**src/rtl/sha2_digest_uart_tx.sv**
```systemverilog
// -----------------------------------------------------------------------------
// sha2_digest_uart_tx
//   Serialises one 256-bit SHA-256 digest per valid/ready handshake onto an
//   8N1 UART line, most significant byte first, LSB first within each char.
//
//   Optional build macro: HEX_ASCII_EN
//     undefined : 32 raw bytes per digest
//     defined   : 64 lowercase ASCII hex chars (high nibble first) + CR, LF
//
// Ports
//   clk           in   1    system clock, rising edge
//   rst_n         in   1    synchronous reset, active-low
//   digest_valid  in   1    digest present on digest
//   digest        in   256  hash result, [255:248] sent first
//   digest_ready  out  1    idle, will accept a digest
//   tx            out  1    UART serial out, idle high
//   busy          out  1    frame sequence in progress
//   done          out  1    one-cycle pulse when the last stop bit completes
// -----------------------------------------------------------------------------
// state  | meaning
// IDLE   | line high, waiting for a digest handshake
// START  | start bit (0) for CLKS_PER_BIT clocks
// DATA   | 8 data bits, LSB first, CLKS_PER_BIT clocks each
// STOP   | stop bit (1); then next char or back to IDLE
// -----------------------------------------------------------------------------
module sha2_digest_uart_tx #(
  parameter int CLK_FREQ_HZ = 100_000_000,
  parameter int BAUD        = 115200
) (
  input  logic         clk,
  input  logic         rst_n,
  input  logic         digest_valid,
  input  logic [255:0] digest,
  output logic         digest_ready,
  output logic         tx,
  output logic         busy,
  output logic         done
);

  localparam int CLKS_PER_BIT = CLK_FREQ_HZ / BAUD;

  generate
    if (CLKS_PER_BIT < 2) begin : g_bad_baud
      $error("sha2_digest_uart_tx: CLKS_PER_BIT must be >= 2");
    end
  endgenerate

  localparam int BAUD_W = (CLKS_PER_BIT > 2) ? $clog2(CLKS_PER_BIT) : 1;

`ifdef HEX_ASCII_EN
  localparam int NUM_CHARS = 66;
`else
  localparam int NUM_CHARS = 32;
`endif
  localparam int CHAR_W = (NUM_CHARS > 64) ? 7 : 6;

  localparam logic [BAUD_W-1:0] BAUD_LAST = BAUD_W'(CLKS_PER_BIT - 1);
  localparam logic [CHAR_W-1:0] CHAR_LAST = CHAR_W'(NUM_CHARS - 1);

  localparam logic [1:0] S_IDLE  = 2'd0;
  localparam logic [1:0] S_START = 2'd1;
  localparam logic [1:0] S_DATA  = 2'd2;
  localparam logic [1:0] S_STOP  = 2'd3;

  logic [1:0]        state_q, state_d;
  logic [BAUD_W-1:0] baud_q, baud_d;
  logic [2:0]        bit_q, bit_d;
  logic [CHAR_W-1:0] char_q, char_d;
  logic [255:0]      shreg_q, shreg_d;
  logic              tx_q, tx_d;
  logic              ready_q, ready_d;
  logic              busy_q, busy_d;
  logic              done_q, done_d;

  logic       accept;
  logic       baud_end;
  logic [7:0] cur_char;
  logic       shift_now;

  assign accept   = digest_valid & ready_q;
  assign baud_end = (baud_q == BAUD_LAST);

  // Character currently on the wire, always taken from the top of the shift register.
`ifdef HEX_ASCII_EN
  logic [3:0] nib;
  always_comb begin
    nib = char_q[0] ? shreg_q[251:248] : shreg_q[255:252];
    if (char_q == CHAR_W'(64))
      cur_char = 8'h0D;
    else if (char_q == CHAR_W'(65))
      cur_char = 8'h0A;
    else if (nib < 4'd10)
      cur_char = {4'h3, nib};
    else
      cur_char = 8'h57 + {4'h0, nib};  // 'a' - 10
  end
  // A byte is consumed after its low-nibble char.
  assign shift_now = char_q[0];
`else
  assign cur_char  = shreg_q[255:248];
  assign shift_now = 1'b1;
`endif

  always_comb begin
    state_d = state_q;
    baud_d  = baud_q;
    bit_d   = bit_q;
    char_d  = char_q;
    shreg_d = shreg_q;
    done_d  = 1'b0;

    case (state_q)
      S_IDLE: begin
        baud_d = '0;
        if (accept) begin
          state_d = S_START;
          bit_d   = '0;
          char_d  = '0;
          shreg_d = digest;
        end
      end
      S_START: begin
        if (baud_end) begin
          baud_d  = '0;
          state_d = S_DATA;
        end else begin
          baud_d = baud_q + BAUD_W'(1);
        end
      end
      S_DATA: begin
        if (baud_end) begin
          baud_d = '0;
          if (bit_q == 3'd7) begin
            bit_d   = '0;
            state_d = S_STOP;
          end else begin
            bit_d = bit_q + 3'd1;
          end
        end else begin
          baud_d = baud_q + BAUD_W'(1);
        end
      end
      S_STOP: begin
        if (baud_end) begin
          baud_d = '0;
          if (shift_now)
            shreg_d = {shreg_q[247:0], 8'h00};
          if (char_q == CHAR_LAST) begin
            state_d = S_IDLE;
            done_d  = 1'b1;
          end else begin
            char_d  = char_q + CHAR_W'(1);
            state_d = S_START;
          end
        end else begin
          baud_d = baud_q + BAUD_W'(1);
        end
      end
      default: state_d = S_IDLE;
    endcase
  end

  // tx follows the state one clock later, so the start bit appears on the edge
  // after acceptance; the line stays high after the final stop bit anyway.
  always_comb begin
    case (state_q)
      S_START: tx_d = 1'b0;
      S_DATA:  tx_d = cur_char[bit_q];
      default: tx_d = 1'b1;
    endcase
  end

  assign ready_d = (state_d == S_IDLE);
  assign busy_d  = (state_d != S_IDLE);

  always_ff @(posedge clk) begin
    if (!rst_n) begin
      state_q <= S_IDLE;
      baud_q  <= '0;
      bit_q   <= '0;
      char_q  <= '0;
      shreg_q <= '0;
      tx_q    <= 1'b1;
      ready_q <= 1'b0;
      busy_q  <= 1'b0;
      done_q  <= 1'b0;
    end else begin
      state_q <= state_d;
      baud_q  <= baud_d;
      bit_q   <= bit_d;
      char_q  <= char_d;
      shreg_q <= shreg_d;
      tx_q    <= tx_d;
      ready_q <= ready_d;
      busy_q  <= busy_d;
      done_q  <= done_d;
    end
  end

  assign digest_ready = ready_q;
  assign tx           = tx_q;
  assign busy         = busy_q;
  assign done         = done_q;

endmodule

```
**config.mk**
```make
export PLATFORM = sky130hd
export DESIGN_NAME = sha2_digest_uart_tx
export DESIGN_NICKNAME = d
export VERILOG_FILES = /design/src/rtl/sha2_digest_uart_tx.sv
export SDC_FILE = /design/constraint.sdc
export NUM_CORES = 1
export LEC_CHECK = 0
export CAP_MARGIN = 5
export CORE_MARGIN = 2
export CORE_UTILIZATION = 56
export CTS_BUF_LIST = sky130_fd_sc_hd__clkbuf_16
export DETAILED_ROUTE_END_ITERATION = 8
export GPL_TIMING_DRIVEN = 0
export PLACE_DENSITY = 0.84
export SLEW_MARGIN = 20
export SYNTH_ARGS = -nofsm -noshare
export SYNTH_HDL_FRONTEND = slang
export SYNTH_SLANG_ARGS = --single-unit
```
**constraint.sdc**
```tcl
create_clock -name clk -period 4.6 [get_ports clk]
set_input_delay 0.69 -clock clk [delete_from_list [all_inputs] [get_ports clk]]
set_output_delay 0.69 -clock clk [all_outputs]
set_load 0.01 [all_outputs]
```
* Word-level counts from Yosys, hierarchy flattened *
Index checks and enable logic that the tools add are counted.

storage, ports and cells
  flip-flop bits (word level) = 281
  bits in latches = 0
  RAM bits = 0
  ROM bits = 0
  bits of input ports = 259
  output and inout port bits = 4
  word-level logic and storage cells = 58
  memories = 0

operators by class
  $add $sub $neg = 3
  multipliers = 0
  divide/modulo/power cells = 0
  $lt $le $gt $ge = 1
  equal/unequal tests = 10
  shift operators = 0
  mux-type cells = 24
  bitwise operators = 1
  reductions and logical operators = 10

operators with widths
  cell                   count
  $mux 256               2
  $pmux 256 s2           1
  $pmux 10 s2            1
  $mux 6                 3
  $pmux 6 s2             1
  $add 10x1->10 const B  1
  $eq 10x10->1 const B   1
  $mux 10                1
  $mux 2                 5
  $mux 3                 3
  $reduce_and 3->1       3
  $ne 2x2->1 const B     4
  $pmux 2 s4             1
  $add 6x1->6 const B    1
  $eq 6x5->1 const B     1
  $pmux 3 s2             1
  $reduce_bool 2->1      3
  $eq 2x2->1 const B     2
  $logic_not 2->1        2
  $lt 3x4->1 const B     1
  $reduce_and 4->1       1
  $add 3x1->3 const B    1
  $bmux 1 s3             1
  $eq 3x3->1 const B     1
  other kinds (5)        7

* Longest topological paths before layout *
Gate-level depths: netlist of run 1.

  depth after elaboration = 5
  mapped depth = 8
  gate-level depth less buffers = 5

* Worst setup path after synthesis of run 1 *
Ideal clock, no wire load.

  kind = input to register
  start point = in digest_valid
  end point = reg shreg_q[160]
  library setup time = 116 ps
  arrival time = 1,973 ps
  required time = 4,484 ps
  slack = 2,511 ps
  cell stages on the path = 6
  buffers on the path = 2
  path through = a211oi_1 > or3_1 > nand2_1 > buf_2 > buf_2 > o211a_1

on the way
  cells in the longest elaborated chain, start to end = 3

RTL lines
  item                               line  text
  from (decl)                        32    input logic digest_valid,
  $and 1x1->1                        80    assign accept = digest_valid & ready_q;
  $ne 2x2->1 (no source line)        -
  $reduce_and 3->1 (no source line)  -
  to (signal assigned)               192   shreg_q <= shreg_d;
  to (decl)                          69    logic [255:0] shreg_q, shreg_d;

No other way between the ends.
A chain may end at the register's enable or synchronous reset.

* Worst setup path after layout of run 1 *
  start point = reg baud_q[0]
  end point = reg shreg_q[95]

on the way
  cells in the longest elaborated chain, start to end = 3

RTL lines
  item                               line  text
  from (decl)                        66    logic [BAUD_W-1:0] baud_q, baud_d;
  from (signal assigned)             189   baud_q <= baud_d;
  $eq 10x10->1                       81    assign baud_end = (baud_q == BAUD_LAST);
  $ne 2x2->1 (no source line)        -
  $reduce_and 3->1 (no source line)  -

No other way between the ends.

==> out/results.txt, run 1 <==
Status - finished, final reports clean
Setup TNS - 0 ps
I/O Buffers - 262
Die width - 158 um
Leading cell type in the layout, fill and taps excluded - dfxtp_1
Comb power frac - 0.143
Register area share after synthesis - 0.423
DP Area - 16300 um2
Final hold vios - 0
Leakage - 10.3 nW
CP startpoint kind - flip-flop
Worst Path Arrival - 3260 ps
P per Cell Area - 360 nW/um2
Final Max Slew Viols - 0
Area growth from synthesis to layout - 30.5%
Clock Skew - 16.5 ps
Clock share of power - 0.404
Row count - 56
Initial core utilization - 0.568
Global placer's final weighted congestion - 0.879
CTS tree - built
Global-route wire length before repair - 57.7 mm
Crit Path Max Fanout - 10
Vias in the first global route - 11.4k
Syn nets - 1571
Period minus WS final - 2810 ps
Core footprint - 23400 um2
Worst reg-to-reg setup slack - 1790 ps
Largest net degree at the start of global routing - 15
Number of synthesized flops with an enable pin - 0
Layout Nets - 1865
Sw Ratio - 0.244
Cell Int Power - 4.73 mW
WL final - 37.1 mm
Worst setup EP type - flip-flop
Distinct cell type count after synthesis - 43
Hpwl dp - 26.6 mm
Asr flop ratio synth - 0
Final setup viols - 0
Synth warn - 0
Total net switching power - 1.53 mW
Total CTS buffers - 30
Htree depth - 1
Measured slew at the worst slew-check pin - 849 ps
Worst hold slack - 476 ps
Part of the power in registers - 0.454
GRT Total Usage - 0.286
Buffer depth of the longest clock path - 3
Final ANT Viol Nets - 0
Die H - 158 um
Crit Path Category - flip-flop to flip-flop
Hold buffers post-CTS - 0
Post-CTS setup buffers - 0
CTS clk-pin slew, worst paths - 60 ps
DP Cell Count - 1889
DR vias - 11.7k
Layout Cells excl Fill - 1949
Fmax - 356 MHz
Max VDD drop - 332 uV
Total die area - 25000 um2
Clock root buffer - clkbuf_16
Clock sinks - 281
Primary FF master, synth - dfxtp_1
Final global-route overflow total - 0
Final Cell Area - 17400 um2
Share of layout cells above drive strength 1 - 0.0486
Drt drc - 0
Post-layout util - 0.742
Period utilisation layout - 0.611
Hold Path Class - flip-flop to flip-flop
MaxCap Viol Count - 0
Syn Std Cell Area - 13300 um2
Most frequent cells in the layout - dfxtp_1 (281), clkdlybuf4s50_1 (262), o21ai_0 (261)
Post-synthesis cell count - 1308
Worst-skew pair later-pin latency - 550 ps
Slew HR - 0.431
Via density - 6.02
CP Data Required Time - 5050 ps
Initial DRC count - 902
CTS resizes - 0
DR pass1 iterations - 7
Antenna violations before repair - 8
RSZ-0062 raised after global routing - no
Synth Area per Inst - 10.2 um2
Drt wl/cell - 19.1 um
I/O pin count - 263
Register bit total from synthesis - 281
[synthesized netlist by cell type, drive strengths merged (2+ instances only)]
| cell type | instances | area, um2 |
|---|---|---|
| mux2i | 252 | 2520 |
| buf | 37 | 189 |
| xnor2 | 3 | 26.3 |
| a211oi | 2 | 15.0 |
| o31ai | 2 | 15.0 |
| nand2 | 22 | 82.6 |
| nor3 | 3 | 15.0 |
| or4 | 3 | 22.5 |
| o211a | 248 | 2480 |
| ha | 4 | 50.1 |
| nand2b | 5 | 31.3 |
| nand4 | 10 | 62.6 |
| nor2b | 2 | 12.5 |
| a21oi | 4 | 20.0 |
| nand3 | 12 | 60.1 |
| nand4b | 2 | 17.5 |
| and2 | 3 | 18.8 |
| o21ai | 261 | 1310 |
| xor2 | 6 | 52.6 |
| dfxtp | 281 | 5630 |
| nor2 | 13 | 48.8 |
| clkbuf | 109 | 409 |
| or3 | 2 | 12.5 |
| mux4 | 2 | 45.0 |
| and3 | 4 | 25.0 |
[worst max-delay path, cell delays in order, from the launching register on]
cell and delay, ps:
dfxtp_1 380, ha_1 250, nand4bb_1 170, nor4_2 640, clkbuf_1 550, clkbuf_1 380, o21ai_0 180, o211a_1 160
[cells by family (layout without fill, tap and decap cells)]
| logic type | count (synthesis) | after routing | share of synthesized area |
|---|---|---|---|
| fa+ha+maj | 4 | 4 | 0.00376 |
| mux | 254 | 254 | 0.193 |
| compound gates | 525 | 525 | 0.293 |
| buf+inv | 147 | 464 | 0.0452 |
| simple gates | 88 | 88 | 0.0357 |
| other cells | 0 | 5 | 0 |
| xor+xnor | 9 | 9 | 0.00593 |
| flops | 281 | 281 | 0.423 |
[final timing paths]
check	from	end	cells after the start
setup / recovery	baud_q[0]	shreg_q[95]	7
hold / removal	shreg_q[1]	shreg_q[1]	2
setup reg to reg	baud_q[0]	shreg_q[95]	7
hold reg to reg	shreg_q[1]	shreg_q[1]	2
[cell type report]
type                            instances  area (um2)
Antenna cell                            5        12.5
Fill cell                            1756        6040
Buffer                                146         598
Clock buffer                           31         776
Timing Repair Buffer                  262        2620
Tap cell                              319         399
Clock inverter                         24         251
Multi-Input combinational cell        880        7070
Sequential cell                       281        5630
Inverter                                1        3.75
[power by group through the flow]
stage / clock [mW] / sequential, mW / combinational, mW
2_1_floorplan: 0 / 2.84 / 0.510
3_3_place_gp: 0 / 2.87 / 0.855
3_5_place_dp: 0 / 2.88 / 0.879
4_1_cts: 2.55 / 2.83 / 0.889
5_1_grt: 2.65 / 2.86 / 0.971
6_report: 2.53 / 2.84 / 0.893
[flip-flops by register name, indices dropped and copies added (netlist names)]
register,cells
baud_q,10
busy,1
shreg_q,256
tx,1
bit_q,3
digest_ready,1
done,1
state_q,2
char_q,6
[metrics by stage]
stage	total power, mW	setup WS, ps
finish	6.26	1790
global route	6.49	1550
CTS	6.27	1760
detailed placement	3.76	1340
global placement	3.73	1400
floorplan	3.35	2510
[routing by layer]
metal	wire (um)	up-vias	global-route usage
li1	-	5564	-
met1	15800	5681	0.368
met2	17800	414	0.484
met3	2670	72	0.0613
met4	882	6	0.0828
met5	35	-	0
No activity file was read; power rests on OpenSTA's default activity.
==> inputs of run 2 (changes only) <==
CORE_UTILIZATION = 47   (was 56)
PLACE_DENSITY = 0.75   (was 0.84)
clock period = 2.5 ns   (was 4.6 ns; I/O delays follow)
==> run 2 against run 1 <==
Net effect:
- clock-buffer cell count did not move
- core utilization fell by 11 points
- clock power rose by 70%
- clock skew rose by 4.4 ps
- sequential power rose by 84%
- design area rose by 0.66%
- power rose by 78%
- first-iteration DRC count fell by 31%
- fmax rose by 15%
- critical path depth did not move
- worst hold slack got worse by 62 ps
- critical path type unchanged
- largest cell class unchanged
==> out/results.txt, run 2 (synthesis gave the netlist of run 1 again) <==
Status - finished, final reports clean
Share of layout cells above drive strength 1 - 0.0614
Antenna violations before repair - 10
Die H - 172 um
Crit-path max cell delay - 590 ps
Hold Path Class - input port to flip-flop
CTS clk-pin slew, worst paths - 60 ps
WL final - 36.6 mm
Final ANT Viol Nets - 0
MaxCap Viol Count - 0
P per Cell Area - 639 nW/um2
Largest register by flop count - shreg_q
Layout Cells excl Fill - 2017
Fmax - 410 MHz
Leakage - 10.3 nW
Max VDD drop - 454 uV
Leading cell type in the layout, fill and taps excluded - dfxtp_1
CTS tree - built
Largest net degree at the start of global routing - 15
Slew HR - 0.525
Measured slew at the worst slew-check pin - 712 ps
Total net switching power - 2.76 mW
Initial DRC count - 619
Clock root buffer - clkbuf_16
Cell Int Power - 8.41 mW
Vias in the first global route - 11.5k
DR vias - 11.4k
Final hold vios - 0
Core footprint - 27900 um2
Final Max Slew Viols - 0
Final global-route overflow total - 0
Sw Ratio - 0.247
Crit path cell chain - clkbuf_1 -> nand2_1 -> buf_2 -> buf_1 -> mux2i_1 -> o21ai_0 -> o211a_1
Via density - 5.65
Worst path top cell family by delay - buffers and inverters
Drt wl/cell - 18.1 um
Buffers and inverters on the worst path - 3
Most frequent cells in the layout - dfxtp_1 (281), clkdlybuf4s50_1 (262), o21ai_0 (261)
Hpwl dp - 26.9 mm
Clock Skew - 20.8 ps
DP Cell Count - 1948
Total CTS buffers - 31
Layout Nets - 1868
Crit Path Category - flip-flop to flip-flop
Max reg flops - 256
Total die area - 29700 um2
CP startpoint kind - flip-flop
Final Power - 11.2 mW
I/O pin count - 263
Buffer depth of the longest clock path - 3
Worst-skew pair later-pin latency - 560 ps
Htree depth - 1
DR pass1 iterations - 5
Final setup viols - 0
Setup TNS - 0 ps
Worst Path Arrival - 2890 ps
Crit Path Max Fanout - 10
DP Area - 16400 um2
Area growth from synthesis to layout - 31.4%
I/O Buffers - 262
Post-layout util - 0.627
Placement Setup Slack - -432 ps
Period utilisation layout - 0.976
Final Cell Area - 17500 um2
Global-route wire length before repair - 57.1 mm
CP max-delay cell - buf_1
Worst hold slack - 414 ps
Global placer's final weighted congestion - 0.853
Part of the power in registers - 0.467
Row count - 61
Initial core utilization - 0.477
GRT Total Usage - 0.238
Drt drc - 0
Largest regs - shreg_q (256), baud_q (10), char_q (6)
Die width - 172 um
Worst setup EP type - flip-flop
Period minus WS final - 2440 ps
Clock sinks - 281
Worst setup slack after layout - 60.5 ps
CP Data Required Time - 2950 ps
Comb power frac - 0.147
Clock share of power - 0.386
RSZ-0062 raised after global routing - yes
-- run 2: power by group through the flow --
stage,Sequential [mW],Combinational (mW),Clock (mW)
after CTS,5.21,1.63,4.41
final,5.22,1.64,4.31
after global routing,5.26,1.79,4.60
after floorplan,5.22,0.938,0
after global placement,5.29,1.59,0
after detailed placement,5.31,1.62,0
-- run 2: tightest hold or removal path, delay by kind of cell --
family	cells	cell delay (ps)
AOI/OAI and AO/OA	1	60
buffers and inverters	1	400
and+or+nand+nor	1	60
-- run 2: repair_timing --
| action | 4_1_cts | 5_1_grt |
|---|---|---|
| gates cloned | 0 | 0 |
| resized for setup | 4 | 54 |
| setup buffers | 0 | 2 |
| setup endpoints to repair | 209 | 245 |
| hold buffers | 0 | 0 |
| pin swaps | 0 | 1 |
-- run 2: final timing paths --
check	from	to	slack (ps)	depth (start not counted)
worst max register to register	state_q[1]	shreg_q[131]	60	7
worst min register to register	shreg_q[2]	shreg_q[2]	460	2
worst max-delay path	state_q[1]	shreg_q[131]	60	7
worst min-delay path	digest[6]	shreg_q[6]	410	3
-- run 2: per-layer routing --
layer | share of wire | vias up | wire (um) | track usage
li1 | - | 5581 | - | -
met1 | 0.45 | 5455 | 16500 | 0.309
met2 | 0.46 | 311 | 16800 | 0.402
met3 | 0.066 | 54 | 2400 | 0.0513
met4 | 0.022 | 2 | 813 | 0.0603
met5 | 0.00038 | - | 14 | 0
-- run 2: area by class of cell --
cell class                 instances  area, um2
clock buffer                      31        776
timing repair buffer             264       2640
antenna                           11       27.5
inverter                           1       3.75
fill                            2366      10400
multi-input combinational        880       7090
sequential                       281       5630
buffer                           146        663
clock inverter                    25        181
tap                              378        473
